File: src/rtl/rv32i_types.sv
// Shared RV32I core types: ALU op encoding, reservation-station and CDB payloads,
// and the ALU op table used by every unit that needs integer results.
package rv32i_types;

  localparam int XLEN  = 32;
  localparam int ROB_W = 4;

  typedef enum logic [4:0] {
    reg_add, reg_sub, reg_sll, reg_slt, reg_sltu, reg_xor, reg_srl, reg_sra,
    reg_or, reg_and, imm_addi, imm_slti, imm_sltiu, imm_xori, imm_ori,
    imm_andi, imm_slli, imm_srli, imm_srai, lui, auipc, jal
  } alu_op_t;

  typedef struct packed {
    alu_op_t          op;
    logic [XLEN-1:0]  q1_data;
    logic [XLEN-1:0]  q2_data;
    logic [ROB_W-1:0] rob_dest;
  } rs_alu_output_t;

  typedef struct packed {
    logic [XLEN-1:0]  rd_data;
    logic [XLEN-1:0]  rs1_data;
    logic [XLEN-1:0]  rs2_data;
    logic [ROB_W-1:0] rob_entry;
  } cdb_t;

  // Undecoded ops return 0 so a bad encoding can never leak X onto the CDB.
  function automatic logic [XLEN-1:0] alu_compute(alu_op_t op, logic [XLEN-1:0] au,
                                                  logic [XLEN-1:0] bu);
    logic signed [XLEN-1:0] as_v;
    logic signed [XLEN-1:0] bs_v;
    logic [4:0]             sh;
    logic [XLEN-1:0]        f;
    as_v = au;
    bs_v = bu;
    sh   = bu[4:0];
    case (op)
      reg_add, imm_addi, lui, auipc: f = au + bu;
      reg_sub:                       f = au - bu;
      reg_sll, imm_slli:             f = au << sh;
      reg_srl, imm_srli:             f = au >> sh;
      reg_sra, imm_srai:             f = $unsigned(as_v >>> sh);
      reg_xor, imm_xori:             f = au ^ bu;
      reg_or,  imm_ori:              f = au | bu;
      reg_and, imm_andi:             f = au & bu;
      reg_slt, imm_slti:             f = {{(XLEN-1){1'b0}}, (as_v < bs_v)};
      reg_sltu, imm_sltiu:           f = {{(XLEN-1){1'b0}}, (au < bu)};
      jal:                           f = au + 32'd4;
      default:                       f = '0;
    endcase
    return f;
  endfunction

endpackage

File: src/rtl/alu_pipe_if.sv
// Issue/result bundle between the ALU reservation station, the ALU unit and the CDB arbiter.
interface alu_pipe_if;
  import rv32i_types::*;

  rs_alu_output_t data;
  logic           rs_alu_start;
  logic           flush;
  logic           cdb_ready;
  logic           alu_ready;
  logic           alu_result_valid;
  cdb_t           result;

  modport master (output data, rs_alu_start, flush, cdb_ready,
                  input  alu_ready, alu_result_valid, result);
  modport slave  (input  data, rs_alu_start, flush, cdb_ready,
                  output alu_ready, alu_result_valid, result);
endinterface

File: src/rtl/alu_result_fifo.sv
// Circular result buffer holding completed ALU results until the CDB takes them.
module alu_result_fifo
  import rv32i_types::*;
#(
  parameter int DEPTH = 4
) (
  input  logic clk,
  input  logic rst,
  input  logic push,
  input  logic pop,
  input  logic flush,
  input  cdb_t wdata,
  output cdb_t rdata,
  output logic full,
  output logic empty
);

  localparam int PTR_W = $clog2(DEPTH);
  localparam int CNT_W = $clog2(DEPTH + 1);

  cdb_t             mem [DEPTH];
  logic [PTR_W-1:0] wr_ptr;
  logic [PTR_W-1:0] rd_ptr;
  logic [CNT_W-1:0] count;
  logic             do_push;
  logic             do_pop;

  assign full    = (count == CNT_W'(DEPTH));
  assign empty   = (count == '0);
  assign do_push = push && !full && !flush;
  assign do_pop  = pop && !empty && !flush;
  assign rdata   = empty ? '0 : mem[rd_ptr];

  // Pointers rely on DEPTH being a power of two to wrap for free.
  always_ff @(posedge clk or posedge rst) begin
    if (rst) begin
      wr_ptr <= '0;
      rd_ptr <= '0;
      count  <= '0;
    end else if (flush) begin
      wr_ptr <= '0;
      rd_ptr <= '0;
      count  <= '0;
    end else begin
      if (do_push) wr_ptr <= wr_ptr + PTR_W'(1);
      if (do_pop)  rd_ptr <= rd_ptr + PTR_W'(1);
      case ({do_push, do_pop})
        2'b10:   count <= count + CNT_W'(1);
        2'b01:   count <= count - CNT_W'(1);
        default: count <= count;
      endcase
    end
  end

  always_ff @(posedge clk) begin
    if (do_push) mem[wr_ptr] <= wdata;
  end

endmodule

File: src/rtl/alu_pipe.sv
// Pipelined RV32I ALU functional unit: computes at issue, delays STAGES-1 cycles,
// and parks results in a FIFO until the CDB accepts them.
module alu_pipe
  import rv32i_types::*;
#(
  parameter int STAGES = 1,
  parameter int DEPTH  = 4
) (
  input  logic       clk,
  input  logic       rst,
  alu_pipe_if.slave  bus
);

  localparam int CNT_W = $clog2(DEPTH + 1);

  logic [CNT_W-1:0] inflight;
  logic             issue;
  logic             pop;
  logic             push;
  cdb_t             res_p0;
  cdb_t             push_data;
  logic             fifo_full;
  logic             fifo_empty;

  assign bus.alu_ready        = (inflight < CNT_W'(DEPTH));
  assign issue                = bus.rs_alu_start && bus.alu_ready;
  assign pop                  = bus.alu_result_valid && bus.cdb_ready;
  assign bus.alu_result_valid = !fifo_empty;

  // Stage 0: compute at issue, operands travel with the result
  always_comb begin
    res_p0           = '0;
    res_p0.rd_data   = alu_compute(bus.data.op, bus.data.q1_data, bus.data.q2_data);
    res_p0.rs1_data  = bus.data.q1_data;
    res_p0.rs2_data  = bus.data.q2_data;
    res_p0.rob_entry = bus.data.rob_dest;
  end

  if (STAGES == 1) begin : g_no_pipe
    assign push      = issue;
    assign push_data = res_p0;
  end else begin : g_pipe
    cdb_t res_p [1:STAGES-1];
    logic vld_p [1:STAGES-1];

    // Stages 1..STAGES-1: delay line, valid cleared on flush
    always_ff @(posedge clk or posedge rst) begin
      if (rst) begin
        vld_p <= '{default: 1'b0};
      end else if (bus.flush) begin
        vld_p <= '{default: 1'b0};
      end else begin
        vld_p[1] <= issue;
        for (int i = 2; i < STAGES; i++) vld_p[i] <= vld_p[i-1];
      end
    end

    always_ff @(posedge clk) begin
      res_p[1] <= res_p0;
      for (int i = 2; i < STAGES; i++) res_p[i] <= res_p[i-1];
    end

    assign push      = vld_p[STAGES-1];
    assign push_data = res_p[STAGES-1];
  end

  // Counting issues rather than FIFO slots is what guarantees a free slot for every arrival.
  always_ff @(posedge clk or posedge rst) begin
    if (rst) begin
      inflight <= '0;
    end else if (bus.flush) begin
      inflight <= '0;
    end else begin
      case ({issue, pop})
        2'b10:   inflight <= inflight + CNT_W'(1);
        2'b01:   inflight <= inflight - CNT_W'(1);
        default: inflight <= inflight;
      endcase
    end
  end

  always_ff @(posedge clk) begin
    if (!rst) assert (!(push && fifo_full));
  end

  alu_result_fifo #(.DEPTH(DEPTH)) u_fifo (
    .clk   (clk),
    .rst   (rst),
    .push  (push),
    .pop   (pop),
    .flush (bus.flush),
    .wdata (push_data),
    .rdata (bus.result),
    .full  (fifo_full),
    .empty (fifo_empty)
  );

endmodule

File: src/flat_wrapper.sv
// flat-port wrapper written by rule: the top's interface ports become plain ports
module alu_pipe_flat import rv32i_types::*;
#(
  parameter int STAGES = 1,
  parameter int DEPTH  = 4
)
  (clk, rst, bus_data, bus_rs_alu_start, bus_flush, bus_cdb_ready, bus_alu_ready, bus_alu_result_valid, bus_result);
  alu_pipe_if bus_i ();
  input  logic clk;
  input  logic rst;
  input wire logic [$bits(bus_i.data)-1:0] bus_data;
  input wire logic [$bits(bus_i.rs_alu_start)-1:0] bus_rs_alu_start;
  input wire logic [$bits(bus_i.flush)-1:0] bus_flush;
  input wire logic [$bits(bus_i.cdb_ready)-1:0] bus_cdb_ready;
  output wire logic [$bits(bus_i.alu_ready)-1:0] bus_alu_ready;
  output wire logic [$bits(bus_i.alu_result_valid)-1:0] bus_alu_result_valid;
  output wire logic [$bits(bus_i.result)-1:0] bus_result;
  assign bus_i.data = bus_data;
  assign bus_i.rs_alu_start = bus_rs_alu_start;
  assign bus_i.flush = bus_flush;
  assign bus_i.cdb_ready = bus_cdb_ready;
  assign bus_alu_ready = bus_i.alu_ready;
  assign bus_alu_result_valid = bus_i.alu_result_valid;
  assign bus_result = bus_i.result;
  alu_pipe #(.STAGES(STAGES), .DEPTH(DEPTH)) u_core (.clk(clk), .rst(rst), .bus(bus_i));
endmodule
File: config.mk
export PLATFORM = sky130hd
export DESIGN_NAME = alu_pipe_flat
export DESIGN_NICKNAME = d
export VERILOG_FILES = /design/src/rtl/rv32i_types.sv /design/src/rtl/alu_pipe_if.sv /design/src/rtl/alu_result_fifo.sv /design/src/rtl/alu_pipe.sv /design/src/flat_wrapper.sv
export SDC_FILE = /design/constraint.sdc
export NUM_CORES = 1
export LEC_CHECK = 0
export CAP_MARGIN = 10
export CORE_UTILIZATION = 40
export DETAILED_ROUTE_END_ITERATION = 6
export PLACE_DENSITY_LB_ADDON = 0.15
export SETUP_SLACK_MARGIN = 0.02
export SYNTH_ARGS = -nofsm -noshare
export SYNTH_HDL_FRONTEND = slang
export SYNTH_SLANG_ARGS = --single-unit
File: constraint.sdc
create_clock -name clk -period 8.3 [get_ports clk]
set_input_delay 1.245 -clock clk [delete_from_list [all_inputs] [get_ports clk]]
set_output_delay 1.245 -clock clk [all_outputs]
set_load 0.01 [all_outputs]
==> results of run 1 <==
registers in the layout, indices dropped and copies added (netlist names):
name                  count
u_core.inflight           3
u_core.u_fifo.count       3
u_core.u_fifo.mem       400
u_core.u_fifo.rd_ptr      2
u_core.u_fifo.wr_ptr      2
critical path: stages:
cell,delay [ns]
clkdlybuf4s50_1,0.82
inv_1,0.17
ha_1,0.37
o21bai_1,0.21
a21oi_1,0.15
o31ai_1,0.62
nand4_1,0.31
a2111oi_0,1.07
o32ai_1,0.29
o41ai_1,0.44
nor2_1,0.08
o21ai_0,0.16
nand2_1,0.12
metrics by stage:
step / util, % / hold WS (ns) / area (µm²) / instances / total power [mW]
after CTS: 47.0 / 0.574 / 28900 / 3098 / 7.52
after global placement: 44.5 / 0.540 / 27400 / 3014 / 5.44
after floorplan: - / 0.521 / 24900 / 2115 / 4.20
final: 47.0 / 0.569 / 28900 / 3099 / 7.42
after detailed placement: 44.5 / 0.560 / 27400 / 3015 / 5.47
after global routing: 47.0 / 0.626 / 28900 / 3098 / 7.76
layout make-up:
| class | count | area (µm²) | area share, % |
|---|---|---|---|
| sequential | 410 | 12300 | 42.4 |
| multi-input combinational | 1451 | 11700 | 40.3 |
| timing repair buffer | 219 | 2090 | 7.21 |
| clock buffer | 56 | 1190 | 4.11 |
| tap | 837 | 1050 | 3.62 |
| inverter | 98 | 368 | 1.27 |
| clock inverter | 27 | 318 | 1.10 |
| antenna | 1 | 2.50 | 0.00865 |
kinds of logic (layout without fill, tap and decap cells):
| group | after synthesis | after routing | share of synthesized area [%] |
|---|---|---|---|
| flops | 410 | 410 | 49.2 |
| simple gates | 576 | 576 | 11.3 |
| other cells | 0 | 1 | 0 |
| buf+inv | 254 | 400 | 4.16 |
| mux | 183 | 183 | 13.8 |
| xor+xnor | 41 | 41 | 1.44 |
| fa+ha+maj | 112 | 112 | 5.75 |
| compound gates | 539 | 539 | 14.4 |
path summary, 6_finish.rpt:
| path | endpoint | slack [ns] | startpoint | cells after the start |
|---|---|---|---|---|
| setup / recovery | u_core.u_fifo.mem[3][97] | 2.57 | bus_data[37] | 13 |
| hold / removal | u_core.inflight[1] | 0.57 | u_core.inflight[1] | 2 |
| setup reg to reg | u_core.u_fifo.mem[1][55] | 5.00 | u_core.inflight[2] | 5 |
| hold reg to reg | u_core.inflight[1] | 0.57 | u_core.inflight[1] | 2 |
| max in group asynchronous | u_core.u_fifo.rd_ptr[0] | 7.05 | rst | 2 |
| min in group asynchronous | u_core.inflight[2] | 0.94 | rst | 2 |
metal layers:
layer,vias to the layer above,share of wire [%],GRT usage [%]
met5,-,0,0
met1,9546,43,37.0
met2,681,47,43.6
met4,0,3.0,8.48
met3,129,6.3,3.97
li1,8310,-,-
power breakdown:
group	internal, mW	total (mW)	leakage [nW]	switching [mW]
Clock	1.19	2.03	0.713	0.849
Sequential	2.51	2.61	3.77	0.0990
Combinational	1.34	2.77	5.52	1.43
Total	5.04	7.42	10.0	2.38
layout by cell type, fill, tap and decap left out, types with 37 or more instances in the layout:
cell / instances
edfxtp_1: 400
clkbuf_16: 46
mux4_2: 127
o21ai_0: 129
clkdlybuf4s50_1: 174
a21oi_1: 136
xnor2_1: 37
inv_1: 97
nor2_1: 171
nand2_1: 139
and2_1: 111
mux2i_1: 48
buf_4: 39
ha_1: 108
==> results.yml, run 1 <==
clock_network:
  cts_resized: 0
  clock_latency_ns: 0.60
  cts_made_buffers: 46
  tritoncts: "done"
  clk_pin_slew_ns: 0.06
  htreeDepth: 2
  cts_buffer_depth: 3
  clockRootBuffer: "clkbuf_16"
  clkSinkCount: 410
  cts_hold_buf: 0
  cts_setup_buffers: 0
finish:
  drive_gt1_share_pct: 12.7
  area.growth.synth_to_final_pct: 16.2
  nNetsFinal: 2416
  fillers: 5641
floorplanning:
  die_y_um: 252
  core_um2: 61600
  num_rows: 91
  die-area_um2: 63300
  start_util_pct: 40.4
  ioPinCount: 180
  die_x_um: 252
drt:
  vias: 18666
  wl_per_cell_um: 27.5
  drc_errors: 0
  finalWirelength_mm: 85.2
  drt_pass1_iterations: 6
  ant_nets: 0
  vias_per_cell: 6.02
  drtIter0Drc: 1607
synth:
  syn_nets: 2305
  synth_common_cells: "400 x edfxtp_1, 171 x nor2_1, 140 x nand2_1"
  async_flop_share_pct: 2.44
  synth_area_um2: 24900
  synth.area.top_cells: "edfxtp_1 48%, mux4_2 11%, ha_1 5.4%"
  synth_cell_types: 80
  avgSynthCellArea_um2: 11.8
  synth.most_common_cell: "edfxtp_1"
  synth.top_cell.area_share_pct: 48.2
  synth-seq-cells: 410
  ys_seq_area_share_pct: 49.2
  synth_cells: 2115
  synth.largest_area_cell: "edfxtp_1"
  synth_ff_type: "edfxtp_1"
  synth_edf_count: 400
  ys.warnings.count: 0
outcome:
  status: "completed"
timing:
  setup_tns_ns: 0
  max_freq_mhz: 174
  fin_crit_sh_pct: 69.1
  hold_viol: 0
  worst_pin_slew_ns: 1.19
  setup_viol: 0
  rsz0062_at_grt: "false"
  worst_slack_ns: 2.57
  relSlewSlack_pct: 18.5
  period_minus_slack_ns: 5.73
  maxSlewViolCount: 0
  finClkSkew_ns: 0.0219
min_path:
  min_path_type: "reg2reg"
global_route:
  grt_max_degree: 104
  antenna_found_initial: 4
  overflow: 0
  grt_pass1_vias: 18506
  track_usage_pct: 26.9
  grt_pass1_wl_mm: 126
setup_path:
  arrival_ns: 6.07
  cp_max_fo: 13
  end_kind: "flip-flop"
  path_class: "in2reg"
  start_kind: "primary input"
  cp.required_ns: 8.63
power:
  p_leak_nw: 10.0
  powerDensity_nw_per_um2: 256
  peakVddDrop_mv: 0.196
placed_design:
  hpwl_mm: 60.0
  io_buffer_count: 179
  post-place-ws_ns: 1.99
  gp_congestion: 1.08
run:
  max_cap_viol_count: 0
Note: power is estimated with default switching activity, not from simulation.
==> run 2, diff against run 1 <==
==> constraint.sdc (replaced) <==
create_clock -name clk -period 5.6 [get_ports clk]
set_input_delay 0.84 -clock clk [delete_from_list [all_inputs] [get_ports clk]]
set_output_delay 0.84 -clock clk [all_outputs]
set_load 0.01 [all_outputs]
==> run 2 against run 1 <==
Final cell count increased by 1.3%. Non-clock buffer count increased by 43. Design area increased by 1.3%. Core utilization increased by 0.59 points. Combinational power increased by 52%. Global-route usage increased by 1.5 points. Total power increased by 48%. Die area unchanged. Critical endpoint is now u_core.u_fifo.mem[2][93]. Largest power group unchanged.
==> results.yml, run 2 (synthesized netlist as in run 1, its figures left out) <==
outcome:
  status: "completed"
setup_path:
  path_class: "in2reg"
  end_kind: "flip-flop"
  path_cells: "clkdlybuf4s50_1 -> inv_1 -> ha_1 -> nor2_1 -> nand2_1 -> nor3_1 -> nand4_1 -> a2111oi_0 -> buf_4 -> o32ai_1 -> a221o_2 -> o21ai_0 -> o2111ai_1"
  rrSetupSlack_ns: 2.58
  cp_max_fo: 10
  arrival_ns: 4.61
  crit_slowest_cell: "clkdlybuf4s50_1"
  cp.required_ns: 5.83
  crit_path_max_incr_delay_ns: 0.58
  ff2ff_path_depth: 5
  start_kind: "primary input"
drt:
  top_layer: "met4"
  wl_met2_mm: 41.6
  drc_errors: 0
  drt_pass1_iterations: 6
  ant_nets: 0
  finalWirelength_mm: 89.6
  drtIter0Drc: 1956
  vias_per_cell: 6.04
  wl_per_cell_um: 28.5
  met1_length_mm: 39.8
  dr_wl_met3_mm: 5.17
  vias: 18970
finish:
  finalInstanceArea_um2: 29300
  area.growth.synth_to_final_pct: 17.6
  largest_reg_flops: 400
  layout_common_cells: "400 x edfxtp_1, 174 x clkdlybuf4s50_1, 171 x nor2_1"
  fillers: 5649
  nNetsFinal: 2457
  reg_top3: "u_core.u_fifo.mem (400), u_core.inflight (3), u_core.u_fifo.count (3)"
  top_register: "u_core.u_fifo.mem"
  final_common_cell: "edfxtp_1"
  drive_gt1_share_pct: 14.0
  fin_cells: 3139
clock_network:
  cts_made_buffers: 44
  cts_hold_buf: 0
  htreeDepth: 2
  cts_resized: 0
  clock_latency_ns: 0.61
  cts_setup_buffers: 0
  clk_pin_slew_ns: 0.06
  clkSinkCount: 410
  cts_buffer_depth: 3
  tritoncts: "done"
  clockRootBuffer: "clkbuf_16"
run:
  max_cap_viol_count: 0
min_path:
  min_path_type: "in2async"
power:
  p_leak_nw: 10.2
  peakVddDrop_mv: 0.260
  powerDensity_nw_per_um2: 375
  power_mw: 11.0
floorplanning:
  die_y_um: 252
  die-area_um2: 63300
  die_x_um: 252
  num_rows: 91
  core_um2: 61600
  ioPinCount: 180
  start_util_pct: 40.4
timing:
  relSlewSlack_pct: 20.5
  setup_viol: 0
  maxSlewViolCount: 0
  setup_tns_ns: 0
  hold_viol: 0
  worst_pin_slew_ns: 1.18
  fin_crit_sh_pct: 78.3
  max_freq_mhz: 228
  period_minus_slack_ns: 4.38
  finClkSkew_ns: 0.0418
  rsz0062_at_grt: "false"
global_route:
  antenna_found_initial: 1
  grt_max_degree: 95
  grt_pass1_wl_mm: 131
  grt_pass1_vias: 18849
  track_usage_pct: 28.3
  overflow: 0
placed_design:
  hpwl_mm: 64.4
  placed_area_um2: 27900
  dp.cells: 3058
  io_buffer_count: 179
  gp_congestion: 1.02
## run 2: changes by cell type in the layout (fill, tap and decap cells not counted), moves of 2 or more
cell        delta
clkinv_2       -2
buf_4         +36
clkinv_4       -2
clkbuf_16      -2
clkinvlp_4     -2
buf_12         +8
clkbuf_1       +3
inv_6          -2
## run 2: cell type report
cell class | count | area (µm²) | area share, %
sequential | 410 | 12300 | 41.9
tap | 837 | 1050 | 3.57
clock inverter | 22 | 289 | 0.986
clock buffer | 57 | 1150 | 3.92
multi-input combinational | 1451 | 11700 | 39.8
timing repair buffer | 262 | 2500 | 8.55
antenna | 2 | 5.00 | 0.0171
inverter | 98 | 368 | 1.26
## run 2: worst paths after layout
path	start	end
max	bus_data[16]	u_core.u_fifo.mem[2][93]
min	rst	u_core.u_fifo.wr_ptr[1]
max reg2reg	u_core.inflight[2]	u_core.u_fifo.mem[0][62]
min reg2reg	u_core.inflight[1]	u_core.inflight[1]
max in group asynchronous	rst	u_core.u_fifo.rd_ptr[1]
min in group clk	u_core.inflight[1]	u_core.inflight[1]
## run 2: worst max-delay path, delay by kind of cell
family          cells  cell delay [ns]
simple gates        4             0.98
compound gates      5             1.42
buf+inv             3             0.90
fa+ha+maj           1             0.46
## run 2: report_power, final
part           total, mW  internal, mW  switching (mW)
logic               4.20          2.04            2.15
clock network       2.92          1.70            1.22
registers           3.88          3.72           0.156
total               11.0          7.46            3.53
## run 2: metal layers
metal  global-route usage [%]  vias to the layer above
met3                     3.16                      132
met1                     40.4                     9714
met4                     9.29                        0
li1                         -                     8379
met5                        0                        -
met2                     45.1                      745
## run 2: stage by stage
stage / setup WS (ns) / utilization [%] / hold WS, ns
after global routing: 0.863 / 47.6 / 0.569
after CTS: 1.25 / 47.6 / 0.529
after floorplan: 1.05 / - / 0.521
after detailed placement: 0.620 / 45.2 / 0.573
final: 1.22 / 47.6 / 0.547
after global placement: 0.758 / 45.2 / 0.540
==> RTL change (settings of run 2) <==
`ROB_W`: 4 -> 6.
--- a/src/rtl/rv32i_types.sv
+++ b/src/rtl/rv32i_types.sv
@@ -3,7 +3,7 @@
 package rv32i_types;
 
   localparam int XLEN  = 32;
-  localparam int ROB_W = 4;
+  localparam int ROB_W = 6;
 
   typedef enum logic [4:0] {
     reg_add, reg_sub, reg_sll, reg_slt, reg_sltu, reg_xor, reg_srl, reg_sra,
Ports: changed (resized bus_data and bus_result); port bits go from 180 to 184. No check against the original RTL was run, so the function may have changed too.
==> RTL change against run 2 <==
Cell area up 2.1%. Setup slack worse by 0.56 ns. Non-clock buffer count increased by 18. Wire length down 5.5%. Die area increased by 1.6%. Critical path depth did not move. Total power rose by 3.8%. Sequential cell count is 8 higher. Critical path type unchanged. Critical endpoint is now u_core.u_fifo.mem[3][100]$_DFFE_PP_. Area after synthesis is 1.6% higher.
==> RTL change: results (changes against run 2) <==
[outcome]
status=finished clean  ; unchanged

[synth]
synth_top_cells_by_count=sky130_fd_sc_hd__edfxtp_1, sky130_fd_sc_hd__nand2_1, sky130_fd_sc_hd__mux4_2, sky130_fd_sc_hd__o21ai_0, sky130_fd_sc_hd__nor2_1  ; was sky130_fd_sc_hd__edfxtp_1, sky130_fd_sc_hd__nor2_1, sky130_fd_sc_hd__nand2_1, sky130_fd_sc_hd__a21oi_1, sky130_fd_sc_hd__o21ai_0
synth-edff-count=408  ; was 400
synth-async-reset-ratio_pct=2.39  ; was 2.44%
synth_sequential_area_ratio_pct=49.4  ; was 49.2%
ys_types=88  ; was 80
synthCells=2135  ; was 2115
synth-seq-cells=418  ; was 410
synth_top_cells_by_area=sky130_fd_sc_hd__edfxtp_1, sky130_fd_sc_hd__mux4_2, sky130_fd_sc_hd__ha_1, sky130_fd_sc_hd__nand2_1, sky130_fd_sc_hd__and2_1  ; was sky130_fd_sc_hd__edfxtp_1, sky130_fd_sc_hd__mux4_2, sky130_fd_sc_hd__ha_1, sky130_fd_sc_hd__and2_1, sky130_fd_sc_hd__a21oi_1
post_synth_net_total=2327  ; was 2305

[worst_setup_path]
worstPathArrival_ns=5.23  ; was 4.61 ns
cp_max_fo=4  ; was 10

[place]
place_area_um2=28300  ; was 27900 um2
placed_cells_incl_taps=3094  ; was 3058
finalWeightedCongestion=1.02  ; about the same
dp_hpwl_um=60400  ; was 64400 um

[clock_network]
cts-buffers-inserted=46  ; was 44
clock_latency_ns=0.59  ; was 0.61 ns

[global_route]
pin_count_of_the_biggest_net_entering_global_routing=106  ; was 95
initial_antenna_violation_count=0  ; was 1
vias_in_the_first_global_route=18900  ; was 18800

[pwr]
cellLeakagePower_nw=10.5  ; was 10.2 nW
maximum_vdd_ir_drop_v=0.000294  ; was 0.000260 V

[route]
postRouteWirelength_um=84600  ; was 89600 um
drt_iter0_markers=1892  ; was 1956

[final_layout]
largest_registers=u_core.u_fifo.mem x408, u_core.inflight x3, u_core.u_fifo.count x3  ; was u_core.u_fifo.mem x400, u_core.inflight x3, u_core.u_fifo.count x3
nFillCells=5588  ; was 5649
antenna_cells=0  ; was 2
post_route_cells_drive_above_1_share_pct=15.0  ; was 14.0%

[timing]
max_slew_margin_pct=25.3  ; was 20.5%
skew_ns=0.0202  ; was 0.0418 ns

[RTL change: cells by family after synthesis]
group / Yosys count / share of synthesized area, %
AOI/OAI and AO/OA: 507 / 13.3
xor gates and xnor gates: 40 / 1.38
adders and majority gates: 112 / 5.66
buffers and inverters: 255 / 4.36
DFF: 418 / 49.4
muxes: 195 / 14.2
and+or+nand+nor: 608 / 11.7
[RTL change: path summary, 6_finish.rpt]
path | start | to | slack [ns] | depth (start not counted)
setup / recovery | bus_data[38] | u_core.u_fifo.mem[3][100]$_DFFE_PP_ | 0.66 | 13
hold / removal | rst | u_core.inflight[1]$_DFFE_PP0P_ | 0.54 | 2
setup reg to reg | u_core.u_fifo.count[0]$_DFFE_PP0P_ | u_core.u_fifo.count[2]$_DFFE_PP0P_ | 2.64 | 8
hold reg to reg | u_core.inflight[1]$_DFFE_PP0P_ | u_core.inflight[1]$_DFFE_PP0P_ | 0.58 | 2
max in group asynchronous | rst | u_core.u_fifo.rd_ptr[1]$_DFFE_PP0P_ | 4.76 | 2
min in group clk | u_core.inflight[1]$_DFFE_PP0P_ | u_core.inflight[1]$_DFFE_PP0P_ | 0.58 | 2
[RTL change: routing by layer]
metal / vias up / GRT usage [%] / wire (um)
met1: 9535 / 35.5 / 35900
li1: 8521 / - / -
met5: - / 0 / 0
met3: 161 / 3.92 / 5400
met4: 0 / 11.2 / 3810
met2: 835 / 42.8 / 39500
[RTL change: worst max-delay path: stages]
cell and delay (ns):
sky130_fd_sc_hd__clkdlybuf4s50_1 0.59, sky130_fd_sc_hd__ha_1 0.33, sky130_fd_sc_hd__fa_1 0.44, sky130_fd_sc_hd__a211oi_1 0.35, sky130_fd_sc_hd__o211ai_1 0.23, sky130_fd_sc_hd__a2111oi_1 0.63, sky130_fd_sc_hd__buf_4 0.21, sky130_fd_sc_hd__o31ai_1 0.17
sky130_fd_sc_hd__a41oi_1 0.44, sky130_fd_sc_hd__o221ai_1 0.21, sky130_fd_sc_hd__a21o_1 0.21, sky130_fd_sc_hd__a2111oi_0 0.39, sky130_fd_sc_hd__nand2b_1 0.17
[RTL change: metrics by stage]
step | setup slack, ns | util [%]
after global routing | 0.331 | 48.2
after detailed placement | 0.243 | 45.6
final | 0.661 | 48.2
after global placement | 0.236 | 45.6
after CTS | 0.805 | 48.2
after floorplan | 0.833 | -
[RTL change: power breakdown]
part	switching (mW)	total [mW]	internal (mW)	leakage, nW
combinational	2.10	4.19	2.09	5.91
clock	1.27	3.24	1.97	0.785
sequential	0.178	3.97	3.80	3.83
total	3.55	11.4	7.86	10.5
[RTL change: final cells by class]
cell class	count	share of cell area, %
clock inverters	31	1.30
inverters	97	1.22
flip-flops and latches	418	41.8
well taps	837	3.50
multi-input cells	1462	39.2
repair buffers	280	8.77
clock buffers	54	4.16
